## config.mk

```make
export PLATFORM = sky130hd
export DESIGN_NAME = ov7670_sccb_config_flat
export DESIGN_NICKNAME = d
export VERILOG_FILES = /design/src/rtl/ov7670_sccb_config_if.sv /design/src/rtl/ov7670_sccb_config.sv /design/src/flat_wrapper.sv
export SDC_FILE = /design/constraint.sdc
export NUM_CORES = 1
export LEC_CHECK = 0
export CAP_MARGIN = 20
export CORE_ASPECT_RATIO = 0.7
export CORE_MARGIN = 2
export CORE_UTILIZATION = 50
export CTS_CLUSTER_SIZE = 28
export DETAILED_ROUTE_END_ITERATION = 8
export PLACE_DENSITY = 0.7
export SYNTH_ARGS = -nofsm -noshare
export SYNTH_HDL_FRONTEND = slang
export SYNTH_SLANG_ARGS = --single-unit
```

## constraint.sdc

```tcl
create_clock -name clk -period 2 [get_ports clk]
set_input_delay 0.2 -clock clk [delete_from_list [all_inputs] [get_ports clk]]
set_output_delay 0.2 -clock clk [all_outputs]
set_load 0.01 [all_outputs]
```

## src/rtl/ov7670_sccb_config_if.sv

```systemverilog
// Bus bundle between the OV7670 configuration sequencer, its register ROM and the SCCB pins.
// master = the sequencer; slave = the ROM / pad / control side that faces it.
interface ov7670_sccb_config_if;
  logic        start;
  logic [7:0]  rom_addr;
  logic [15:0] rom_dout;
  logic        sioc;
  logic        siod_o;
  logic        siod_oe;
  logic        siod_i;
  logic        busy;
  logic        done;
  logic        err;

  modport master (
    input  start, rom_dout, siod_i,
    output rom_addr, sioc, siod_o, siod_oe, busy, done, err
  );

  modport slave (
    output start, rom_dout, siod_i,
    input  rom_addr, sioc, siod_o, siod_oe, busy, done, err
  );
endinterface

```

## src/rtl/ov7670_sccb_config.sv

```systemverilog
// OV7670 configuration sequencer: walks the register ROM and issues one SCCB 3-phase write per entry.
// Define SCCB_ACK_CHK_EN to sample the don't-care bits and flag NACKs on err.
module ov7670_sccb_config #(
  parameter int unsigned CLK_FREQ_HZ  = 25_000_000,
  parameter int unsigned SCCB_FREQ_HZ = 100_000,
  parameter logic [7:0]  DEV_ADDR     = 8'h42,
  parameter int unsigned DELAY_CYCLES = 250_000
) (
  input  logic                        clk,
  input  logic                        rst_n,
  ov7670_sccb_config_if.master        bus
);

  typedef enum logic [3:0] {
    IDLE, FETCH, DECODE, DELAY, TX_START, TX_BITS, TX_STOP, GAP, DONE
  } state_e;

  localparam int unsigned Q     = CLK_FREQ_HZ / (4 * SCCB_FREQ_HZ);
  localparam int unsigned PHASE = 4 * Q;
  localparam int          CW    = $clog2(PHASE);
  localparam int          DW    = $clog2(DELAY_CYCLES + 1);

  localparam logic [CW-1:0] Q1       = CW'(Q);
  localparam logic [CW-1:0] Q2       = CW'(2 * Q);
  localparam logic [CW-1:0] Q3       = CW'(3 * Q);
  localparam logic [CW-1:0] PH_LAST  = CW'(PHASE - 1);
  localparam logic [DW-1:0] DLY_LAST = DW'(DELAY_CYCLES - 1);
  localparam logic [4:0]    BIT_LAST = 5'd26;

  localparam logic [15:0] END_MARK   = 16'hFFFF;
  localparam logic [15:0] DELAY_MARK = 16'hFFF0;

  state_e         state, state_nx;
  logic [CW-1:0]  ph_cnt;
  logic [4:0]     bit_cnt;
  logic [DW-1:0]  dly_cnt;
  logic [23:0]    shreg;
  logic [7:0]     rom_addr_q;
  logic           sioc_q, siod_q, oe_q;
  logic           sioc_nx, siod_nx, oe_nx;
  logic           err_q;
  logic           ph_end, dc_slot, accept, advance;

  assign ph_end  = (ph_cnt == PH_LAST);
  // Slots 9, 18 and 27 (zero-based 8, 17, 26) carry the slave's ack bit.
  assign dc_slot = (bit_cnt == 5'd8) || (bit_cnt == 5'd17) || (bit_cnt == 5'd26);
  assign accept  = bus.start && ((state == IDLE) || (state == DONE));
  assign advance = ((state == DELAY) && (dly_cnt == DLY_LAST)) ||
                   ((state == GAP) && ph_end);

  always_ff @(posedge clk) begin
    if (!rst_n) state <= IDLE;
    else        state <= state_nx;
  end

  always_comb begin
    // NOTE: every variable gets a default before the case so no path leaves it unassigned (no latches).
    state_nx = state;
    sioc_nx  = 1'b1;
    siod_nx  = 1'b1;
    oe_nx    = 1'b1;
    unique case (state)
      IDLE, DONE: if (bus.start) state_nx = FETCH;
      FETCH:      state_nx = DECODE;
      DECODE: begin
        if (bus.rom_dout == END_MARK || rom_addr_q == 8'hFF) state_nx = DONE;
        else if (bus.rom_dout == DELAY_MARK)                 state_nx = DELAY;
        else                                                 state_nx = TX_START;
      end
      DELAY:    if (dly_cnt == DLY_LAST) state_nx = FETCH;
      TX_START: begin
        sioc_nx = (ph_cnt < Q3);
        siod_nx = (ph_cnt < Q1);
        if (ph_end) state_nx = TX_BITS;
      end
      TX_BITS: begin
        sioc_nx = (ph_cnt >= Q2);
        siod_nx = dc_slot | shreg[23];
        oe_nx   = ~dc_slot;
        if (ph_end && bit_cnt == BIT_LAST) state_nx = TX_STOP;
      end
      TX_STOP: begin
        sioc_nx = (ph_cnt >= Q1);
        siod_nx = (ph_cnt >= Q3);
        if (ph_end) state_nx = GAP;
      end
      GAP:     if (ph_end) state_nx = FETCH;
      default: state_nx = IDLE;
    endcase
  end

  // Pin drivers are registered so SIOC/SIOD never glitch; the waveform trails the state by one clock.
  always_ff @(posedge clk) begin
    // NOTE: sequential state uses non-blocking assignments so every register sees pre-edge values.
    if (!rst_n) begin
      ph_cnt     <= '0;
      bit_cnt    <= '0;
      dly_cnt    <= '0;
      shreg      <= '0;
      rom_addr_q <= '0;
      sioc_q     <= 1'b1;
      siod_q     <= 1'b1;
      oe_q       <= 1'b1;
    end else begin
      sioc_q <= sioc_nx;
      siod_q <= siod_nx;
      oe_q   <= oe_nx;

      if (state == TX_START || state == TX_BITS || state == TX_STOP || state == GAP)
        ph_cnt <= ph_end ? '0 : ph_cnt + 1'b1;
      else
        ph_cnt <= '0;

      if (state == TX_BITS && ph_end)
        bit_cnt <= (bit_cnt == BIT_LAST) ? '0 : bit_cnt + 1'b1;

      dly_cnt <= (state == DELAY && dly_cnt != DLY_LAST) ? dly_cnt + 1'b1 : '0;

      if (state == DECODE)
        shreg <= {DEV_ADDR, bus.rom_dout};
      else if (state == TX_BITS && ph_end && !dc_slot)
        shreg <= {shreg[22:0], 1'b0};

      if (accept)       rom_addr_q <= '0;
      else if (advance) rom_addr_q <= rom_addr_q + 1'b1;
    end
  end

`ifdef SCCB_ACK_CHK_EN
  // Ack is sampled where SIOC rises inside a don't-care slot; a 1 there is a NACK.
  always_ff @(posedge clk) begin
    if (!rst_n)      err_q <= 1'b0;
    else if (accept) err_q <= 1'b0;
    else if (state == TX_BITS && dc_slot && ph_cnt == Q2 && bus.siod_i)
      err_q <= 1'b1;
  end
`else
  logic siod_i_unused;
  assign siod_i_unused = bus.siod_i;
  assign err_q         = 1'b0;
`endif

  assign bus.rom_addr = rom_addr_q;
  assign bus.sioc     = sioc_q;
  assign bus.siod_o   = siod_q;
  assign bus.siod_oe  = oe_q;
  assign bus.busy     = (state != IDLE) && (state != DONE);
  assign bus.done     = (state == DONE);
  assign bus.err      = err_q;

endmodule

```

## src/flat_wrapper.sv

```systemverilog
// flat-port wrapper written by rule: the top's interface ports become plain ports
module ov7670_sccb_config_flat 
#(
  parameter int unsigned CLK_FREQ_HZ  = 25_000_000,
  parameter int unsigned SCCB_FREQ_HZ = 100_000,
  parameter logic [7:0]  DEV_ADDR     = 8'h42,
  parameter int unsigned DELAY_CYCLES = 250_000
)
  (clk, rst_n, bus_start, bus_rom_dout, bus_siod_i, bus_rom_addr, bus_sioc, bus_siod_o, bus_siod_oe, bus_busy, bus_done, bus_err);
  ov7670_sccb_config_if bus_i ();
  input  logic clk;
  input  logic rst_n;
  input wire logic [$bits(bus_i.start)-1:0] bus_start;
  input wire logic [$bits(bus_i.rom_dout)-1:0] bus_rom_dout;
  input wire logic [$bits(bus_i.siod_i)-1:0] bus_siod_i;
  output wire logic [$bits(bus_i.rom_addr)-1:0] bus_rom_addr;
  output wire logic [$bits(bus_i.sioc)-1:0] bus_sioc;
  output wire logic [$bits(bus_i.siod_o)-1:0] bus_siod_o;
  output wire logic [$bits(bus_i.siod_oe)-1:0] bus_siod_oe;
  output wire logic [$bits(bus_i.busy)-1:0] bus_busy;
  output wire logic [$bits(bus_i.done)-1:0] bus_done;
  output wire logic [$bits(bus_i.err)-1:0] bus_err;
  assign bus_i.start = bus_start;
  assign bus_i.rom_dout = bus_rom_dout;
  assign bus_i.siod_i = bus_siod_i;
  assign bus_rom_addr = bus_i.rom_addr;
  assign bus_sioc = bus_i.sioc;
  assign bus_siod_o = bus_i.siod_o;
  assign bus_siod_oe = bus_i.siod_oe;
  assign bus_busy = bus_i.busy;
  assign bus_done = bus_i.done;
  assign bus_err = bus_i.err;
  ov7670_sccb_config #(.CLK_FREQ_HZ(CLK_FREQ_HZ), .SCCB_FREQ_HZ(SCCB_FREQ_HZ), .DEV_ADDR(DEV_ADDR), .DELAY_CYCLES(DELAY_CYCLES)) u_core (.clk(clk), .rst_n(rst_n), .bus(bus_i));
endmodule
```

; ---- Word level (Yosys, flattened, before mapping)
; Index checks and enable logic that the tools add are counted.
; W data, S select, Z words.
[totals]
regBits = 70
latchBits = 0
ramBits = 0
mem_bits_ro = 0
in_bits = 20
out_inout_bits = 14
word_cells = 88
memories = 0
[op_classes]
n_addsub = 4
multipliers = 0
div_mod_pow = 0
order_cmp = 5
eq_ne = 24
shifts = 0
mux = 14
n_bitwise = 4
reduce_logical = 27
[op_table]
columns = operator, n
row1 = $mux W23, 2
row2 = $eq A16 B16 Y1 const B, 2
row3 = $pmux W4 S8, 1
row4 = $mux W4, 7
row5 = $add A18 B1 Y18 const B, 1
row6 = $eq A18 B18 Y1 const B, 1
row7 = $ne A18 B18 Y1 const B, 1
row8 = $add A8 B1 Y8 const B, 2
row9 = $eq A4 B3 Y1 const B, 4
row10 = $eq A8 B8 Y1 const B, 2
row11 = $eq A5 B5 Y1 const B, 2
row12 = $eq A4 B2 Y1 const B, 2
row13 = $ge A8 B6 Y1 const B, 1
row14 = $ge A8 B7 Y1 const B, 1
row15 = $ge A8 B8 Y1 const B, 1
row16 = $logic_and A1 B1 Y1, 8
row17 = $logic_or A1 B1 Y1, 8
row18 = $lt A8 B6 Y1 const B, 1
row19 = $lt A8 B8 Y1 const B, 1
row20 = $ne A2 B1 Y1 const B, 4
row21 = $pmux W1 S3, 2
row22 = $reduce_and A6 Y1, 1
row23 = $reduce_or A2 Y1, 3
row24 = $add A5 B1 Y5 const B, 1
row25 = 15 further kinds, 19

; ---- Logic depth before layout (Yosys ltp)
; Gate-level depths: netlist (run 1).
[depth]
depth_word = 7
mapped_depth = 9

; ---- Worst setup path before layout (run 1)
; Ideal clock, no wire load.
[synth_path]
path_type = register -> register
start = register u_core.ph_cnt[1]
end = register u_core.rom_addr_q[3], in the netlist u_core.bus.rom_addr[3]
setup_time_ns = 0.116
t_arrival_ns = 1.744
required_time_ns = 1.884
path_slack_ns = 0.141
path_stages_with_launch = 7
path_buffers = 0
synth_period_minus_slack_ns = 1.859
path_cell_list = dfxtp_1 > ha_1 > nand3_1 > or2_1 > o32ai_2 > a211oi_1 > a31o_1
[synth_between]
elab_chain_len = 3
[synth_lines]
columns = item, line_no
row1 = "start, declared", ov7670_sccb_config.sv:34  ; logic [CW-1:0] ph_cnt;
row2 = "start signal, assigned", ov7670_sccb_config.sv:110  ; ph_cnt <= ph_end ? '0 : ph_cnt + 1'b1;
row3 = $eq A8 B8 Y1, ov7670_sccb_config.sv:44  ; assign ph_end = (ph_cnt == PH_LAST);
row4 = $logic_and A1 B1 Y1, ov7670_sccb_config.sv:49  ; ((state == GAP) && ph_end);
row5 = $logic_or A1 B1 Y1, ov7670_sccb_config.sv:48  ; assign advance = ((state == DELAY) && (dly_cnt == DLY_LAST)) ||
row6 = "end signal, assigned", ov7670_sccb_config.sv:125  ; else if (advance) rom_addr_q <= rom_addr_q + 1'b1;
row7 = "end, declared", ov7670_sccb_config.sv:38  ; logic [7:0] rom_addr_q;
; No other way between the ends.
; A chain may end at the register's enable or synchronous reset.

; ---- Final worst setup path (run 1)
[layout_path]
start = register u_core.dly_cnt[5]
end = register u_core.rom_addr_q[6], in the netlist u_core.bus.rom_addr[6]
[layout_between]
elab_chain_len = 3
[layout_lines]
columns = item, line_no
row1 = "start, declared", ov7670_sccb_config.sv:36  ; logic [DW-1:0] dly_cnt;
row2 = "start signal, assigned", ov7670_sccb_config.sv:117  ; dly_cnt <= (state == DELAY && dly_cnt != DLY_LAST) ? dly_cnt + 1'b1 : '0;
row3 = $eq A18 B18 Y1, ov7670_sccb_config.sv:48
row4 = $logic_and A1 B1 Y1, ov7670_sccb_config.sv:48
row5 = $logic_or A1 B1 Y1, ov7670_sccb_config.sv:48
; No other way between the ends.

==> flow_metrics.env, run 1 <==
export IMPL_clock_latency_ns=0.34
export IMPL_start_util_pct=52.5
export IMPL_crit_chain="or4_1, nor2_1, a31oi_4, or4_1, a21oi_1"
export IMPL_hold_viol_final=0
export IMPL_skew_ns=0.00823
export IMPL_die_height_um=72.2
export IMPL_core_mm2=0.00634
export IMPL_r2r_slack_ns=0.07
export IMPL_layout_common_cells="dfxtp_1, nor2_1, buf_4"
export IMPL_grt_pass1_wl_mm=12.5
export IMPL_maxCapViolCount=0
export IMPL_worst_setup_path_end_kind="flop"
export IMPL_syn_nets=419
export IMPL_hold_start="u_core.shreg[18]"
export IMPL_place_area_mm2=0.00399
export IMPL_vias_per_cell=5.43
export IMPL_clock_sinks=70
export IMPL_placedCellCount=537
export IMPL_p_total_mw=3.57
export IMPL_num_vias=3009
export IMPL_pwr_share_comb_pct=22.9
export IMPL_grt_max_degree=19
export IMPL_rr_startpoint="u_core.dly_cnt[5]"
export IMPL_startpoint_type="flop"
export IMPL_path_max_fanout=7
export IMPL_finalWeightedCongestion=0.790
export IMPL_worst_setup_path_type="flop to flop"
export IMPL_slowest_delay_ns=0.54
export IMPL_r2r_cells=5
export IMPL_routed_wl_mm=7.39
export IMPL_synth_distinct_cells=55
export IMPL_synth_area_mm2=0.00333
export IMPL_first_pass_iters=4
export IMPL_switching_share_pct=29.2
export IMPL_die_area_mm2=0.00733
export IMPL_critPathMostFrequentCell="or4_1"
export IMPL_layout_commonest_cell="dfxtp_1"
export IMPL_final_util_pct=67.4
export IMPL_io_pin_count=34
export IMPL_grt_usage_pct=21.5
export IMPL_diodes=0
export IMPL_rows=24
export IMPL_holdPathStages=2
export IMPL_nNetsFinal=486
export IMPL_layout_min_cycle_time_ns=1.93
export IMPL_yosys_most_used_dff="dfxtp_1"
export IMPL_fill_cells=534
export IMPL_synth_seq_cells=70
export IMPL_yosysWarnings=0
export IMPL_cp_required_ns=2.27
export IMPL_grt_pass1_vias=2671
export IMPL_clockBufferDepth=2
export IMPL_drc_errors=0
export IMPL_power_frac_seq_pct=44.6
export IMPL_gr_usage_met3_pct=6.17
export IMPL_grt_overflow_total=0
export IMPL_cts_htree_levels=3
export IMPL_cts_root_buf="clkbuf_8"
export IMPL_antenna_left=0
export IMPL_leakage_nw=1.50
export IMPL_port_buffers=31
export IMPL_layoutNonFillerInstCount=554
export IMPL_finalSetupViolCount=0
export IMPL_use_met2_pct=30.6
export IMPL_tns_ns=0
export IMPL_busiest_layer="met1"
export IMPL_fin_crit_sh_pct=96.3
export IMPL_avgRoutedWirePerCell_um=13.3
export IMPL_critical_path_arrival_ns=2.20
export IMPL_synthCells=391
export IMPL_layout_setup_ws_ns=0.0746
export IMPL_slowest_stage="or4_1"
export IMPL_hold_end="u_core.shreg[19]"
export IMPL_hold_buffers=0
export IMPL_synth_edf_count=0
export IMPL_cts_tree="yes"
export IMPL_drt_iter0_drc=221
export IMPL_antenna_found_initial=0
export IMPL_ir_worst_vdd_v=0.000444
export IMPL_p_per_area_mw_per_mm2=835
export IMPL_die_x_um=101
export IMPL_rr_endpoint="u_core.bus.rom_addr[6]"
export IMPL_p_clk_share_pct=32.5
export IMPL_ys_seq_area_share_pct=42.1
export IMPL_min_path_type="flop to flop"
export IMPL_outcome="completed"
export IMPL_switchingPower_mw=1.04
export IMPL_internal_power_mw=2.53
export IMPL_fmax_mhz=519
export IMPL_numCtsBuffers=9
export IMPL_clkTransAtPathRegs_ns=0.07
export IMPL_syn_avg_cell_area_um2=8.51
export IMPL_layout_drive_gt1_share_pct=16.4
export IMPL_stdcell_area_mm2=0.00427
export IMPL_hpwl_mm=5.49
export IMPL_gr_usage_met1_pct=31.9
export IMPL_holdWs_ns=0.452
export IMPL_synthArstFlopShare_pct=0
export IMPL_areaGrowthSynthToFinish_pct=28.4
export IMPL_finalMaxSlewViolations=0
export IMPL_post_place_ws_ns=-0.0247
[what timing repair did]
action,CTS,global route
gates cloned,0,0
pin swaps,0,7
setup endpoints to repair,1,15
buffers inserted,0,1
resized for setup,1,14
[worst max path at each step]
stage	from	end	slack, ns	cells past startpoint
floorplan	u_core.ph_cnt[1]	u_core.bus.rom_addr[3]	0.14	6
global placement	bus_rom_dout[9]	u_core.state[0]	-0.03	6
detailed placement	bus_rom_dout[9]	u_core.state[0]	-0.02	6
CTS	u_core.state[0]	bus_done	0.01	4
global route	u_core.dly_cnt[13]	u_core.bus.rom_addr[4]	-0.008	6
finish	u_core.dly_cnt[5]	u_core.bus.rom_addr[6]	0.07	5
[synthesized netlist by cell type, drive strengths merged (2+ instances only)]
master   count  area share [%]
a21oi       27             4.1
nand2b       3            0.56
a21o         4            0.90
ha           8             3.0
mux2i        2            0.60
xnor2       14             3.7
nand4b       3            0.79
or4          7             1.6
nor2        53             6.0
and4         2            0.53
nand3       28             4.2
or3          3            0.56
and2         3            0.56
o21a         7             1.6
buf          4            0.68
inv         12             1.4
a22oi       10             2.3
nor4         2            0.38
nand2       33             3.7
o221a        5             1.7
nand4       11             2.1
xor2        12             3.2
o21ai        6            0.90
o31ai        4            0.90
a31oi        5             1.1
nand3b       3            0.68
mux2         2            0.68
and3         6             1.1
dfxtp       70              42
clkbuf      10             1.1
nand4bb      2            0.68
nor3        12             2.1
[metal layers]
layer / routed length, µm / share of wire, %
met1: 3810 / 52
met2: 3130 / 42
met3: 369 / 5.0
met4: 69 / 0.93
met5: 0 / 0
[area by class of cell]
type	count	area [µm²]	area share, %
Inverter	13	48.8	1.14
Clock inverter	5	57.6	1.35
Tap cell	91	114	2.67
Sequential cell	70	1400	32.8
Clock buffer	11	151	3.54
Multi-Input combinational cell	294	1870	43.8
Timing Repair Buffer	70	626	14.6
[power groups by stage]
stage | registers (mW) | clock network, mW | logic, mW
2_1_floorplan | 1.61 | 0 | 0.500
3_3_place_gp | 1.61 | 0 | 0.767
3_5_place_dp | 1.62 | 0 | 0.784
4_1_cts | 1.59 | 1.19 | 0.794
5_1_grt | 1.61 | 1.26 | 0.905
6_report | 1.59 | 1.16 | 0.818
[worst max-delay path: cells and delay by family (launching register included)]
kind / cells / cell delay, ns
simple gates: 3 / 1.24
compound gates: 2 / 0.32
flops: 1 / 0.31
[cell families (layout without fill, tap and decap cells)]
| kind of cell | count (synthesis) | count (layout) | share of synthesized area, % |
|---|---|---|---|
| adders and majority gates | 8 | 8 | 3.01 |
| AOI/OAI and AO/OA | 78 | 78 | 16.3 |
| DFF | 70 | 70 | 42.1 |
| xor gates and xnor gates | 26 | 26 | 6.85 |
| other | 1 | 1 | 0.113 |
| muxes | 4 | 4 | 1.28 |
| buffers and inverters | 27 | 99 | 3.27 |
| and+or+nand+nor | 177 | 177 | 27.0 |
[flip-flops by register name, indices dropped and copies added, names as in the netlist, 4 cells and up]
signal               count
u_core.shreg            24
u_core.bit_cnt           5
u_core.dly_cnt          18
u_core.bus.rom_addr      8
u_core.ph_cnt            8
u_core.state             4
Power figures use the tool's default switching activity.
==> run 2: changes to the inputs <==
--- a/config.mk
+++ b/config.mk
@@ -12,6 +12,7 @@
 export CTS_CLUSTER_SIZE = 28
 export DETAILED_ROUTE_END_ITERATION = 8
 export PLACE_DENSITY = 0.7
+export RECOVER_POWER = 50
 export SYNTH_ARGS = -nofsm -noshare
 export SYNTH_HDL_FRONTEND = slang
 export SYNTH_SLANG_ARGS = --single-unit
==> run 2 against run 1 <==
Effect of this change:
- worst hold slack about the same
- flip-flop and latch count unchanged
- critical path depth unchanged
- die area unchanged
- combinational power about the same
- global-route usage unchanged
- core utilization down 0.079 points
- critical path type unchanged
- critical endpoint unchanged
==> flow_metrics.env, run 2 (same netlist as run 1, synthesis figures left out) <==
export IMPL_leakage_nw=1.52
export IMPL_fmax_mhz=518
export IMPL_min_path_type="flop to flop"
export IMPL_routed_wl_mm=7.42
export IMPL_gr_usage_met3_pct=6.17
export IMPL_skew_ns=0.00878
export IMPL_holdWs_ns=0.453
export IMPL_nNetsFinal=486
export IMPL_grt_overflow_total=0
export IMPL_cts_tree="yes"
export IMPL_clockBufferDepth=2
export IMPL_regMostFlops="u_core.shreg"
export IMPL_slowest_stage="or4_1"
export IMPL_startpoint_type="flop"
export IMPL_grt_max_degree=19
export IMPL_clock_latency_ns=0.34
export IMPL_hpwl_mm=5.49
export IMPL_final_util_pct=67.3
export IMPL_core_mm2=0.00634
export IMPL_r2r_cells=5
export IMPL_placedCellCount=537
export IMPL_gr_usage_met1_pct=31.9
export IMPL_fin_crit_sh_pct=96.6
export IMPL_drc_errors=0
export IMPL_antenna_found_initial=0
export IMPL_cts_root_buf="clkbuf_8"
export IMPL_outcome="completed"
export IMPL_rr_endpoint="u_core.bus.rom_addr[6]"
export IMPL_p_per_area_mw_per_mm2=836
export IMPL_layout_commonest_cell="dfxtp_1"
export IMPL_top_regs="u_core.shreg (24), u_core.dly_cnt (18)"
export IMPL_rows=24
export IMPL_maxCapViolCount=0
export IMPL_clkTransAtPathRegs_ns=0.07
export IMPL_worst_setup_path_type="flop to flop"
export IMPL_rr_startpoint="u_core.dly_cnt[5]"
export IMPL_worst_slew_pin_transition_ns=0.548
export IMPL_die_height_um=72.2
export IMPL_layoutNonFillerInstCount=554
export IMPL_layout_drive_gt1_share_pct=15.8
export IMPL_num_vias=3018
export IMPL_start_util_pct=52.5
export IMPL_ir_worst_vdd_v=0.000443
export IMPL_crit_chain="or4_1, nor2_1, a31oi_4, or4_1, a21oi_1"
export IMPL_drt_iter0_drc=205
export IMPL_areaGrowthSynthToFinish_pct=28.3
export IMPL_grt_usage_pct=21.5
export IMPL_path_max_fanout=7
export IMPL_cts_htree_levels=3
export IMPL_grt_pass1_vias=2671
export IMPL_io_pin_count=34
export IMPL_largest_reg_flops=24
export IMPL_slew_headroom_pct=63.1
export IMPL_antenna_left=0
export IMPL_finalWeightedCongestion=0.790
export IMPL_clock_sinks=70
export IMPL_hold_end="u_core.shreg[19]"
export IMPL_die_x_um=101
export IMPL_slowest_delay_ns=0.54
export IMPL_layout_common_cells="dfxtp_1, nor2_1, buf_4"
export IMPL_finalSetupViolCount=0
export IMPL_busiest_layer="met1"
export IMPL_hold_start="u_core.shreg[18]"
export IMPL_avgRoutedWirePerCell_um=13.4
export IMPL_cp_required_ns=2.27
export IMPL_holdPathStages=2
export IMPL_hold_viol_final=0
export IMPL_p_total_mw=3.57
export IMPL_critPathMostFrequentCell="or4_1"
export IMPL_die_area_mm2=0.00733
export IMPL_first_pass_iters=4
export IMPL_grt_pass1_wl_mm=12.5
export IMPL_numCtsBuffers=9
export IMPL_worst_setup_path_end_kind="flop"
export IMPL_r2r_slack_ns=0.07
export IMPL_layout_min_cycle_time_ns=1.93
export IMPL_diodes=0
export IMPL_layout_setup_ws_ns=0.0689
export IMPL_finalMaxSlewViolations=0
export IMPL_post_place_ws_ns=-0.0247
export IMPL_vias_per_cell=5.45
export IMPL_use_met2_pct=30.6
export IMPL_critical_path_arrival_ns=2.20
export IMPL_port_buffers=31
## run 2: metal layers
metal  share of wire (%)  up-vias
li1                    -     1539
met5                   0        -
met3                 4.1        9
met1                  53     1424
met2                  42       46
met4                0.92        0
## run 2: area by class of cell
type / count / area [µm²]
fillers: 535 / 2070
multi-input cells: 294 / 1870
flip-flops and latches: 70 / 1400
repair buffers: 70 / 622
clock buffers: 11 / 151
well taps: 91 / 114
clock inverters: 5 / 57.6
inverters: 13 / 48.8
## run 2: report_power, final
group          internal, mW  switching [mW]  leakage [nW]
registers              1.52          0.0720         0.566
logic                 0.365           0.454         0.853
clock network         0.641           0.519        0.0976
## run 2: timing repair
item                       in CTS  in global routing
hold buffers                    0                  0
gates resized for setup         1                 14
buffers inserted                0                  1
pin swaps                       0                  7
setup endpoints to repair       1                 15
gates cloned                    0                  0
## run 2: worst max path at each step
| stage | startpoint | end | cells past startpoint |
|---|---|---|---|
| after floorplan | u_core.ph_cnt[1] | u_core.bus.rom_addr[3] | 6 |
| after global placement | bus_rom_dout[9] | u_core.state[0] | 6 |
| after detailed placement | bus_rom_dout[9] | u_core.state[0] | 6 |
| after CTS | u_core.state[0] | bus_done | 4 |
| after global routing | u_core.state[2] | u_core.bus.rom_addr[4] | 6 |
| final | u_core.dly_cnt[5] | u_core.bus.rom_addr[6] | 5 |
## run 2: stage by stage
stage | cell area (µm²) | TNS, ns
after CTS | 4200 | 0
after global placement | 3990 | -0.0270
after detailed placement | 3990 | -0.0247
after global routing | 4270 | -0.0402
after floorplan | 3330 | 0
final | 4270 | 0
## run 2: worst max-delay path: cells and delay by family, from the launching register on
kind	cells	cell delay, ns
flops	1	0.31
compound gates	2	0.32
simple gates	3	1.25
